**src/rtl/mmio_oam_dma_pkg.sv**
```systemverilog
// gb_mmio_pkg: shared definitions for the MMIO register slaves and the OAM DMA.
//   - Address constants for the DMA register and the OAM window.
//   - OPEN_BUS: value returned by a register port when its address is not selected.
//   - dma_state_t: OAM DMA engine state encoding.
//   - echo_map(): folds the echo-RAM window (E0xx-FFxx) down onto C0xx-DFxx.
package gb_mmio_pkg;

  localparam logic [15:0] ADDR_DMA      = 16'hFF46;
  localparam logic [15:0] ADDR_OAM_BASE = 16'hFE00;
  localparam logic [7:0]  OPEN_BUS      = 8'haa;

  typedef enum logic [2:0] {
    DMA_IDLE  = 3'd0,
    DMA_DELAY = 3'd1,
    DMA_RD    = 3'd2,
    DMA_WR0   = 3'd3,
    DMA_WR1   = 3'd4
  } dma_state_t;

  // Source pages at or above E0 mirror work RAM; clearing bit 5 folds them back.
  function automatic logic [7:0] echo_map(input logic [7:0] hi);
    return (hi >= 8'hE0) ? (hi & 8'hDF) : hi;
  endfunction

endpackage

```
**src/rtl/mmio_oam_dma_if.sv**
```systemverilog
// mem_if: byte-wide memory-mapped bus shared by the MMIO register slaves and
// their initiators.
//   addr_select[15:0] : address driven by the master
//   write_enable      : write strobe driven by the master
//   write_value[7:0]  : write data driven by the master
//   read_out[7:0]     : combinational read data returned by the slave
//
// Handshake: there is no valid/ready pair. A read is combinational: read_out
// reflects addr_select in the same cycle. A write commits in the slave when
// write_enable stays high with the same address for two consecutive cycles;
// holding it longer commits only once, and write_enable must drop for at
// least one cycle before the next write can commit.
interface mem_if;
  logic [15:0] addr_select;
  logic        write_enable;
  logic [7:0]  write_value;
  logic [7:0]  read_out;

  modport master (
    output addr_select,
    output write_enable,
    output write_value,
    input  read_out
  );

  modport slave (
    input  addr_select,
    input  write_enable,
    input  write_value,
    output read_out
  );
endinterface

```
**src/rtl/mmio_oam_dma_we_commit.sv**
```systemverilog
// mmio_we_commit: write-commit detector for one MMIO register.
//   clk, rst  : clock, synchronous active-high reset
//   i_addr    : bus address
//   i_we      : bus write enable
//   o_commit  : one-cycle pulse on the second consecutive cycle of a write
//               to ADDR; a longer hold does not pulse again.
module mmio_we_commit
  import gb_mmio_pkg::*;
#(
  parameter logic [15:0] ADDR = ADDR_DMA
) (
  input  logic        clk,
  input  logic        rst,
  input  logic [15:0] i_addr,
  input  logic        i_we,
  output logic        o_commit
);

  logic       w_hit;
  logic [2:0] r_cnt;

  assign w_hit = i_we && (i_addr == ADDR);

  // Saturates so an arbitrarily long hold never wraps back through 1.
  always_ff @(posedge clk) begin
    if (rst) begin
      r_cnt <= '0;
    end else if (!w_hit) begin
      r_cnt <= '0;
    end else if (r_cnt != 3'd7) begin
      r_cnt <= r_cnt + 3'd1;
    end
  end

  assign o_commit = w_hit && (r_cnt == 3'd1);

endmodule

```
**src/rtl/mmio_oam_dma.sv**
```systemverilog
// mmio_oam_dma: OAM DMA engine.
//   clk, rst    : clock, synchronous active-high reset
//   req         : mem_if slave, CPU-facing DMA source register at REG_ADDR
//   bus         : mem_if master, copies DMA_LEN bytes from {src,00} to DST_BASE
//   busy        : high while a transfer is pending (DELAY) or active
//   o_dbg_state : current engine state
// Each byte takes three cycles: RD (address the source, capture read_out),
// then WR0/WR1 holding the destination write for two cycles so the target
// slave commits it. The RD cycle keeps write_enable low between writes.
module mmio_oam_dma
  import gb_mmio_pkg::*;
#(
  parameter logic [15:0] REG_ADDR    = ADDR_DMA,
  parameter logic [15:0] DST_BASE    = ADDR_OAM_BASE,
  parameter int          DMA_LEN     = 160,
  parameter int          START_DELAY = 4
) (
  input  logic       clk,
  input  logic       rst,
  mem_if.slave       req,
  mem_if.master      bus,
  output logic       busy,
  output dma_state_t o_dbg_state
);

  localparam logic [7:0] LAST_IDX = 8'(DMA_LEN - 1);
  localparam logic [7:0] DLY_LAST = 8'(START_DELAY - 1);

  logic       w_commit;
  logic [7:0] w_eff_hi;
  logic [7:0] r_src_hi;
  dma_state_t r_state, w_state_nxt;
  logic [7:0] r_idx, w_idx_nxt;
  logic [7:0] r_dly;
  logic [7:0] r_data_q, w_data_nxt;
  logic [15:0] r_addr;
  logic        r_we;
  logic [7:0]  r_wv;
  logic        r_busy;

  mmio_we_commit #(.ADDR(REG_ADDR)) u_commit (
    .clk      (clk),
    .rst      (rst),
    .i_addr   (req.addr_select),
    .i_we     (req.write_enable),
    .o_commit (w_commit)
  );

  assign req.read_out = (req.addr_select == REG_ADDR) ? r_src_hi : OPEN_BUS;
  assign w_eff_hi     = echo_map(r_src_hi);

  always_ff @(posedge clk) begin
    if (rst) begin
      r_src_hi <= '0;
    end else if (w_commit) begin
      r_src_hi <= req.write_value;
    end
  end

  // Next state; a commit from any state restarts the transfer.
  always_comb begin
    w_state_nxt = r_state;
    case (r_state)
      DMA_IDLE:  w_state_nxt = DMA_IDLE;
      DMA_DELAY: if (r_dly == DLY_LAST) w_state_nxt = DMA_RD;
      DMA_RD:    w_state_nxt = DMA_WR0;
      DMA_WR0:   w_state_nxt = DMA_WR1;
      DMA_WR1:   w_state_nxt = (r_idx < LAST_IDX) ? DMA_RD : DMA_IDLE;
      default:   w_state_nxt = DMA_IDLE;
    endcase
    if (w_commit) begin
      w_state_nxt = DMA_DELAY;
    end
  end

  always_comb begin
    w_idx_nxt = r_idx;
    if (w_commit) begin
      w_idx_nxt = '0;
    end else if ((r_state == DMA_WR1) && (w_state_nxt == DMA_RD)) begin
      w_idx_nxt = r_idx + 8'd1;
    end
  end

  // The source byte is captured at the end of RD; WR0 needs it immediately.
  always_comb begin
    w_data_nxt = r_data_q;
    if (r_state == DMA_RD) begin
      w_data_nxt = bus.read_out;
    end
  end

  always_ff @(posedge clk) begin
    if (rst) begin
      r_state  <= DMA_IDLE;
      r_idx    <= '0;
      r_dly    <= '0;
      r_data_q <= '0;
      r_busy   <= 1'b0;
    end else begin
      r_state  <= w_state_nxt;
      r_idx    <= w_idx_nxt;
      r_data_q <= w_data_nxt;
      r_busy   <= (w_state_nxt != DMA_IDLE);
      if (w_commit) begin
        r_dly <= '0;
      end else if (r_state == DMA_DELAY) begin
        r_dly <= r_dly + 8'd1;
      end
    end
  end

  // Bus outputs are registered from the next state so they line up with it.
  always_ff @(posedge clk) begin
    if (rst) begin
      r_addr <= '0;
      r_we   <= 1'b0;
      r_wv   <= '0;
    end else begin
      case (w_state_nxt)
        DMA_RD: begin
          r_addr <= {w_eff_hi, w_idx_nxt};
          r_we   <= 1'b0;
        end
        DMA_WR0, DMA_WR1: begin
          r_addr <= DST_BASE + {8'h00, w_idx_nxt};
          r_wv   <= w_data_nxt;
          r_we   <= 1'b1;
        end
        default: r_we <= 1'b0;
      endcase
    end
  end

  assign bus.addr_select  = r_addr;
  assign bus.write_enable = r_we;
  assign bus.write_value  = r_wv;
  assign busy             = r_busy;
  assign o_dbg_state      = r_state;

endmodule

```
**src/flat_wrapper.sv**
```systemverilog
// flat-port wrapper written by rule: the top's interface ports become plain ports
module mmio_oam_dma_flat import gb_mmio_pkg::*;
#(
  parameter logic [15:0] REG_ADDR    = ADDR_DMA,
  parameter logic [15:0] DST_BASE    = ADDR_OAM_BASE,
  parameter int          DMA_LEN     = 160,
  parameter int          START_DELAY = 4
)
  (clk, rst, busy, o_dbg_state, req_addr_select, req_write_enable, req_write_value, req_read_out, bus_addr_select, bus_write_enable, bus_write_value, bus_read_out);
  mem_if req_i ();
  mem_if bus_i ();
  input  logic clk;
  input  logic rst;
  output logic busy;
  output dma_state_t o_dbg_state;
  input wire logic [$bits(req_i.addr_select)-1:0] req_addr_select;
  input wire logic [$bits(req_i.write_enable)-1:0] req_write_enable;
  input wire logic [$bits(req_i.write_value)-1:0] req_write_value;
  output wire logic [$bits(req_i.read_out)-1:0] req_read_out;
  output wire logic [$bits(bus_i.addr_select)-1:0] bus_addr_select;
  output wire logic [$bits(bus_i.write_enable)-1:0] bus_write_enable;
  output wire logic [$bits(bus_i.write_value)-1:0] bus_write_value;
  input wire logic [$bits(bus_i.read_out)-1:0] bus_read_out;
  assign req_i.addr_select = req_addr_select;
  assign req_i.write_enable = req_write_enable;
  assign req_i.write_value = req_write_value;
  assign req_read_out = req_i.read_out;
  assign bus_addr_select = bus_i.addr_select;
  assign bus_write_enable = bus_i.write_enable;
  assign bus_write_value = bus_i.write_value;
  assign bus_i.read_out = bus_read_out;
  mmio_oam_dma #(.REG_ADDR(REG_ADDR), .DST_BASE(DST_BASE), .DMA_LEN(DMA_LEN), .START_DELAY(START_DELAY)) u_core (.clk(clk), .rst(rst), .req(req_i), .bus(bus_i), .busy(busy), .o_dbg_state(o_dbg_state));
endmodule
```
**config.mk**
```make
export PLATFORM = sky130hd
export DESIGN_NAME = mmio_oam_dma_flat
export DESIGN_NICKNAME = d
export VERILOG_FILES = /design/src/rtl/mmio_oam_dma_pkg.sv /design/src/rtl/mmio_oam_dma_if.sv /design/src/rtl/mmio_oam_dma_we_commit.sv /design/src/rtl/mmio_oam_dma.sv /design/src/flat_wrapper.sv
export SDC_FILE = /design/constraint.sdc
export NUM_CORES = 1
export LEC_CHECK = 0
export BUFFER_PORTS_ARGS = -buffer_cell sky130_fd_sc_hd__buf_2
export CAP_MARGIN = 20
export CORE_MARGIN = 5
export CORE_UTILIZATION = 47
export CTS_BUF_LIST = sky130_fd_sc_hd__clkbuf_16
export CTS_CLUSTER_SIZE = 24
export DETAILED_ROUTE_END_ITERATION = 10
export PLACE_DENSITY = 0.75
export SYNTH_ARGS = -nofsm -noshare
export SYNTH_HDL_FRONTEND = slang
export SYNTH_SLANG_ARGS = --single-unit
```
**constraint.sdc**
```tcl
create_clock -name clk -period 1.97 [get_ports clk]
set_input_delay 0.0985 -clock clk [delete_from_list [all_inputs] [get_ports clk]]
set_output_delay 0.0985 -clock clk [all_outputs]
set_load 0.02 [all_outputs]
```
==> flow_metrics.tcl, run 1 <==
set metrics [dict create \
    synth_cell_types 55 \
    r2r_cells 7 \
    status "completed" \
    portBuffers 71 \
    finalCritPeriodShare_pct 94.0 \
    holdPathStages 3 \
    drive_gt1_share_pct 34.0 \
    period_needed_ns 1.85 \
    synthCells 279 \
    required_ns 2.18 \
    clock.fmax_mhz 540 \
    setup_violations 0 \
    pre_cts_ws_ns 0.0302 \
    fin_nets 414 \
    antenna_left 0 \
    die_width_um 86.0 \
    clk_pin_slew_worst_paths_ns 0.05 \
    io_pins 72 \
    start_util_pct 48.7 \
    clk_path_buf_depth 2 \
    synth_compound_area_share_pct 16.0 \
    endpoint "u_core.bus.addr_select[2]" \
    numCtsBuffers 9 \
    drc 0 \
    setup_ws_ns 0.118 \
    grt_pass1_vias 2333 \
    combPwrFrac_pct 2.7 \
    fin_cells 451 \
    grt_overflow 0 \
    grt_usage_pct 17.4 \
    ys.flop_type "dfxtp_1" \
    row_count 27 \
    reg2reg_from "u_core.r_idx[0]" \
    timing.hold.ws_ns 0.0204 \
    finClkSkew_ns 0.00599 \
    final_max_slew_viol_count 0 \
    yosysWarningCount 0 \
    grt_max_degree 30 \
    dp_cells 434 \
    htree_levels 3 \
    synthAdderAreaFrac_pct 2.30 \
    clkPwrFrac_pct 52.2 \
    timing.slew.headroom_pct 65.7 \
    wirelength_um 6190 \
    switching_power_uw 579 \
    p_per_area_nw_per_um2 805 \
    cts_sinks 64 \
    r2r_end "u_core.bus.addr_select[2]" \
    first_pass_iters 5 \
    crit_path_start_kind "register" \
    hpwl_um 4510 \
    finalPower_uw 2870 \
    seqPwrFrac_pct 45.1 \
    dieArea_sq_um 7400 \
    async_reset_ff_share_pct 0 \
    arrival_ns 2.06 \
    route.vias.total 2344 \
    drtIter0Drc 76 \
    fill_cells 493 \
    worstSkewPairLatency_ns 0.32 \
    synth.cell_area_sq_um 2720 \
    grt_pass1_wl_um 10400 \
    cts_tree "done" \
    p_leak_uw 0.00163 \
    num_antenna_cells 0 \
    ys_ff_latch 64 \
    finalHoldViolations 0 \
    switching_share_pct 20.2 \
    critPathCaptureType "register" \
    ff2ff_setup_slack_ns 0.12 \
    via_per_inst 5.20 \
    wl_per_cell_um 13.7 \
    synth.avg_cell_area_sq_um 9.73 \
    startpoint "u_core.r_idx[0]" \
    critPathMaxFanout 7 \
    worstMarginPinSlew_ns 0.513 \
    core_sq_um 5570 \
    place_congestion 0.791 \
    max_cap_violations 0 \
    syn_nets 319 \
    synth_seq_area_share_pct 47.2 \
    muxShareOfSynthArea_pct 4.06 \
    yosys.area_share.simple_pct 23.7 \
    synth_top_family_by_area "simple AND/OR/NAND/NOR gates" \
    internal-power_uw 2290 \
    cts_root_buf "clkbuf_16" \
    antenna_found_initial 0 \
    syn_to_final_growth_pct 31.3 \
    synth-xor-area-share_pct 3.55 \
    min_path_type "in -> reg" \
    crit_type "reg -> reg" \
    chipHeight_um 86.0 \
    ir_drop_uv 534 \
    synth-edff-count 0 \
]
[registers in the layout, indices dropped and copies added (netlist names)]
name	flops
u_core.bus.addr_select	16
u_core.bus.write_value	8
u_core.r_data_q	8
u_core.r_dly	8
u_core.r_idx	8
u_core.r_src_hi	8
u_core.o_dbg_state	3
u_core.u_commit.r_cnt	3
u_core.bus.write_enable	1
u_core.busy	1
[stage by stage]
step / setup TNS [ns] / cell area, sq um / utilization, %
after floorplan: 0 / 2720 / -
after global placement: 0 / 3270 / 58.7
after detailed placement: 0 / 3270 / 58.7
after CTS: 0 / 3550 / 63.7
after global routing: -0.00197 / 3570 / 64.0
final: 0 / 3570 / 64.0
[repair_timing]
| item | CTS | global route |
|---|---|---|
| endpoints found under the setup margin | 0 | 12 |
| setup buffers | 0 | 1 |
| hold buffers | 0 | 0 |
| gates resized for setup | 0 | 1 |
[layer usage]
metal | vias up | track usage [%] | wire length [um]
met3 | 6 | 7.59 | 543
li1 | 1180 | - | -
met4 | 0 | 4.89 | 61
met2 | 73 | 28.3 | 2970
met1 | 1085 | 20.9 | 2620
met5 | - | 0 | 0
[layout make-up]
| cell class | count | area (sq um) | area share [%] |
|---|---|---|---|
| multi-input cells | 200 | 1350 | 38.0 |
| flip-flops and latches | 64 | 1280 | 35.9 |
| repair buffers | 94 | 541 | 15.2 |
| clock buffers | 9 | 225 | 6.32 |
| well taps | 72 | 90.1 | 2.53 |
| clock inverters | 7 | 56.3 | 1.58 |
| inverters | 5 | 18.8 | 0.526 |
[Yosys cell counts, drive strengths merged, types with 2 or more instances]
| master | count | area [sq um] |
|---|---|---|
| a21oi | 27 | 161 |
| a221o | 7 | 70.1 |
| a311oi | 2 | 23.8 |
| and2 | 6 | 37.5 |
| and3 | 6 | 37.5 |
| and4 | 2 | 17.5 |
| buf | 8 | 60.1 |
| clkbuf | 2 | 7.51 |
| dfxtp | 64 | 1280 |
| ha | 5 | 62.6 |
| inv | 5 | 18.8 |
| mux2 | 4 | 60.1 |
| mux2i | 5 | 50.1 |
| nand2 | 44 | 175 |
| nand2b | 6 | 37.5 |
| nand3 | 2 | 10.0 |
| nand4 | 9 | 56.3 |
| nor2 | 26 | 124 |
| nor2b | 4 | 25.0 |
| nor3 | 4 | 30.0 |
| nor3b | 2 | 15.0 |
| o21ai | 4 | 20.0 |
| o22a | 8 | 70.1 |
| xor2 | 10 | 87.6 |
[worst max-delay path, cell delays in order (launching register included)]
cell	delay [ns]
dfxtp_1	0.35
ha_1	0.17
nand4_1	0.14
o211ai_2	0.31
o311ai_2	0.15
buf_4	0.19
nand2_4	0.12
mux2_4	0.31
[cell usage in the layout (no fill, tap or decap), types with 2 or more instances in the layout]
cell type,Yosys,routed
buf_2,3,71
dfxtp_1,64,64
nand2_1,42,42
a21oi_1,24,24
nor2_1,23,23
buf_4,0,22
xor2_1,10,10
nand4_1,9,9
clkbuf_16,0,9
o22a_1,8,8
inv_1,4,7
a221o_1,7,7
nand2b_1,6,6
and3_1,6,6
and2_1,5,5
mux2i_1,5,5
ha_1,5,5
o21ai_0,4,4
nor2b_1,4,4
mux2_4,4,4
clkinv_2,0,3
nor3b_1,2,2
and4_1,2,2
nor3_2,2,2
nor3_1,2,2
a21oi_4,2,2
nand3_1,2,2
[worst min path at each step]
stage	start	end	slack (ns)
global placement	req_write_value[2]	u_core.r_src_hi[2]	0.35
CTS	req_write_value[2]	u_core.r_src_hi[2]	0.01
detailed placement	req_write_value[2]	u_core.r_src_hi[2]	0.35
finish	req_write_value[2]	u_core.r_src_hi[2]	0.02
global route	req_write_value[6]	u_core.r_src_hi[6]	0.02
floorplan	req_write_value[0]	u_core.r_src_hi[0]	0.24
[kinds of logic after synthesis]
family / count (synthesis)
compound gates: 57
simple gates: 118
buf+inv: 15
xor+xnor: 11
fa+ha+maj: 5
flops: 64
mux: 9
[power by group through the flow]
| stage | registers (uW) | logic, uW | clock network (uW) |
|---|---|---|---|
| final | 1300 | 76.5 | 1500 |
| after global routing | 1290 | 84.0 | 1590 |
| after CTS | 1300 | 77.5 | 1510 |
| after detailed placement | 1320 | 77.1 | 0 |
| after global placement | 1320 | 76.4 | 0 |
| after floorplan | 1320 | 32.3 | 0 |
Power figures use the tool's default switching activity.
==> run 2, diff against run 1 <==
Settings changed: ABC_AREA set to 1.
==> flow_metrics.tcl, run 2 <==
set metrics [dict create \
    status "completed" \
    synthTopCellsByCount "nand2_1, dfxtp_1, nor2_1" \
    arrival_ns 2.05 \
    worstMarginPinSlew_ns 0.463 \
    switching_power_uw 654 \
    cts_hold_buf 0 \
    ys.flop_type "dfxtp_1" \
    via_per_inst 5.07 \
    drive_gt1_share_pct 28.1 \
    worstHoldEndpoint "u_core.r_data_q[1]" \
    min_path_type "in -> reg" \
    htree_levels 3 \
    synth.largest_area_cell "dfxtp_1" \
    async_reset_ff_share_pct 0 \
    route.vias.total 2779 \
    finalHoldViolations 0 \
    core_sq_um 5890 \
    slowest_stage "dfxtp_1" \
    grt_pass1_wl_um 12300 \
    syn_to_final_growth_pct 30.6 \
    reg2reg_from "u_core.r_idx[0]" \
    num_antenna_cells 0 \
    synth-edff-count 0 \
    yosysMostFrequentCell "nand2_1" \
    clkPwrFrac_pct 53.7 \
    p_per_area_nw_per_um2 802 \
    synth.area.top_cells "dfxtp_1, nand2_1, nor2_1" \
    required_ns 2.20 \
    antenna_found_initial 0 \
    crit_chain "ha_2 > nand2_1 > nor2_2 > nand3_1 > nand3_2 > nand3_2 > nand3_1 > nand2_2 > buf_4 > nor2_1 > nor2_1" \
    fill_cells 516 \
    r2r_end "u_core.bus.write_value[4]" \
    crit_type "reg -> reg" \
    layout_commonest_cell "nand2_1" \
    wl_per_cell_um 13.4 \
    synth.cell_area_sq_um 2840 \
    crit_path_max_incr_delay_ns 0.35 \
    fin_nets 508 \
    dp_cells 530 \
    antenna_left 0 \
    start_util_pct 48.3 \
    period_needed_ns 1.83 \
    fin_util_pct 63.1 \
    drc 0 \
    row_count 28 \
    io_pins 72 \
    syn_nets 424 \
    grt_overflow 0 \
    setup_violations 0 \
    critPathCaptureType "register" \
    largest_register_ffs 16 \
    synth.avg_cell_area_sq_um 7.40 \
    r2r_cells 11 \
    dieArea_sq_um 7700 \
    cts_sinks 64 \
    place_congestion 0.862 \
    synth_top_area_share_pct 45.1 \
    numCtsBuffers 9 \
    final_cell_mix "nand2_1, buf_2, dfxtp_1, nor2_1" \
    timing.slew.headroom_pct 69.0 \
    clk_pin_slew_worst_paths_ns 0.06 \
    first_pass_iters 4 \
    max_cap_violations 0 \
    switching_share_pct 22.0 \
    synthCells 384 \
    synth_cell_types 34 \
    hpwl_um 5130 \
    finalPower_uw 2980 \
    chipHeight_um 87.8 \
    grt_usage_pct 20.4 \
    holdPathStages 3 \
    combPwrFrac_pct 2.9 \
    cts_root_buf "clkbuf_16" \
    clock.fmax_mhz 548 \
    ys_ff_latch 64 \
    finalCritPeriodShare_pct 92.6 \
    grt_pass1_vias 2782 \
    drtIter0Drc 182 \
    hp-start "bus_read_out[1]" \
    grt_max_degree 26 \
    final_max_slew_viol_count 0 \
    internal-power_uw 2320 \
    finClkSkew_ns 0.00815 \
    die_width_um 87.8 \
    synth_seq_area_share_pct 45.1 \
    fin_cells 548 \
    wirelength_um 7340 \
    ir_drop_uv 547 \
    critPathMaxFanout 7 \
    cts_tree "done" \
    crit_path_start_kind "register" \
    portBuffers 71 \
    clk_path_buf_depth 2 \
    p_leak_uw 0.00163 \
    yosysWarningCount 0 \
    ff2ff_setup_slack_ns 0.14 \
    timing.hold.ws_ns 0.0307 \
    seqPwrFrac_pct 43.5 \
    worstSkewPairLatency_ns 0.33 \
]
==> run 2: per-stage QoR <==
stage / TNS (ns) / instance area [sq um] / worst slack (ns)
2_1_floorplan: 0 / 2840 / 0.223
3_3_place_gp: 0 / 3320 / 0.0990
3_5_place_dp: 0 / 3320 / 0.0580
4_1_cts: 0 / 3630 / 0.0114
5_1_grt: -0.0153 / 3710 / -0.0141
6_report: 0 / 3710 / 0.145
==> run 2: worst max-delay path: cells and delay by family (launching register included) <==
kind	cells	cell delay, ns
AND/OR/NAND/NOR	9	1.00
adder cells (fa/ha/maj)	1	0.21
flip-flops	1	0.35
buffers and inverters	1	0.17
==> run 2: worst max-delay path by stage <==
stage | start | to | slack, ns | cells past startpoint
after floorplan | u_core.o_dbg_state[0] | u_core.bus.addr_select[15] | 0.22 | 10
after global placement | u_core.r_idx[1] | u_core.bus.addr_select[15] | 0.1 | 11
after CTS | u_core.r_dly[0] | u_core.bus.addr_select[15] | 0.01 | 10
final | u_core.r_idx[0] | u_core.bus.write_value[4] | 0.14 | 11
after global routing | u_core.o_dbg_state[0] | u_core.bus.write_value[3] | -0.01 | 11
after detailed placement | u_core.r_dly[0] | u_core.bus.write_value[4] | 0.06 | 10
==> run 2: cell families (layout without fill, tap and decap cells) <==
family / after synthesis / count (layout) / synth area share (%)
AND/OR/NAND/NOR: 185 / 185 / 29.3
AO/OA/AOI/OAI: 67 / 67 / 12.1
flip-flops: 64 / 64 / 45.1
buffers and inverters: 52 / 141 / 7.84
XOR/XNOR: 10 / 10 / 3.08
adder cells (fa/ha/maj): 5 / 5 / 2.20
multiplexers: 1 / 1 / 0.352
==> run 2: repair_timing <==
item                       CTS  global route
gates resized for setup      1            17
gates cloned                 0             0
hold endpoints to repair     0             0
setup buffers                0             2
pin swaps                    0             3
setup endpoints to repair    2            31
==> run 2: power by group through the flow <==
stage          Sequential, uW  Combinational [uW]  Clock, uW
6_report                 1290                85.5       1600
5_1_grt                  1290                97.2       1670
4_1_cts                  1290                85.6       1620
3_5_place_dp             1320                84.7          0
3_3_place_gp             1320                82.8          0
2_1_floorplan            1320                34.7          0
==> run 2: cell type report <==
type / instances / area [sq um] / share of cell area, %
tap: 75 / 93.8 / 2.53
timing repair buffer: 86 / 480 / 12.9
sequential: 64 / 1280 / 34.5
clock inverter: 7 / 80.1 / 2.16
multi-input combinational: 268 / 1400 / 37.8
inverter: 39 / 146 / 3.94
clock buffer: 9 / 225 / 6.07
==> run 2: routing by layer <==
layer / vias to the layer above / routed length [um] / global-route usage (%)
met5: - / 0 / 0
met4: 0 / 111 / 7.67
met3: 16 / 409 / 6.68
met2: 79 / 3630 / 34.5
met1: 1281 / 3190 / 24.0
li1: 1403 / - / -
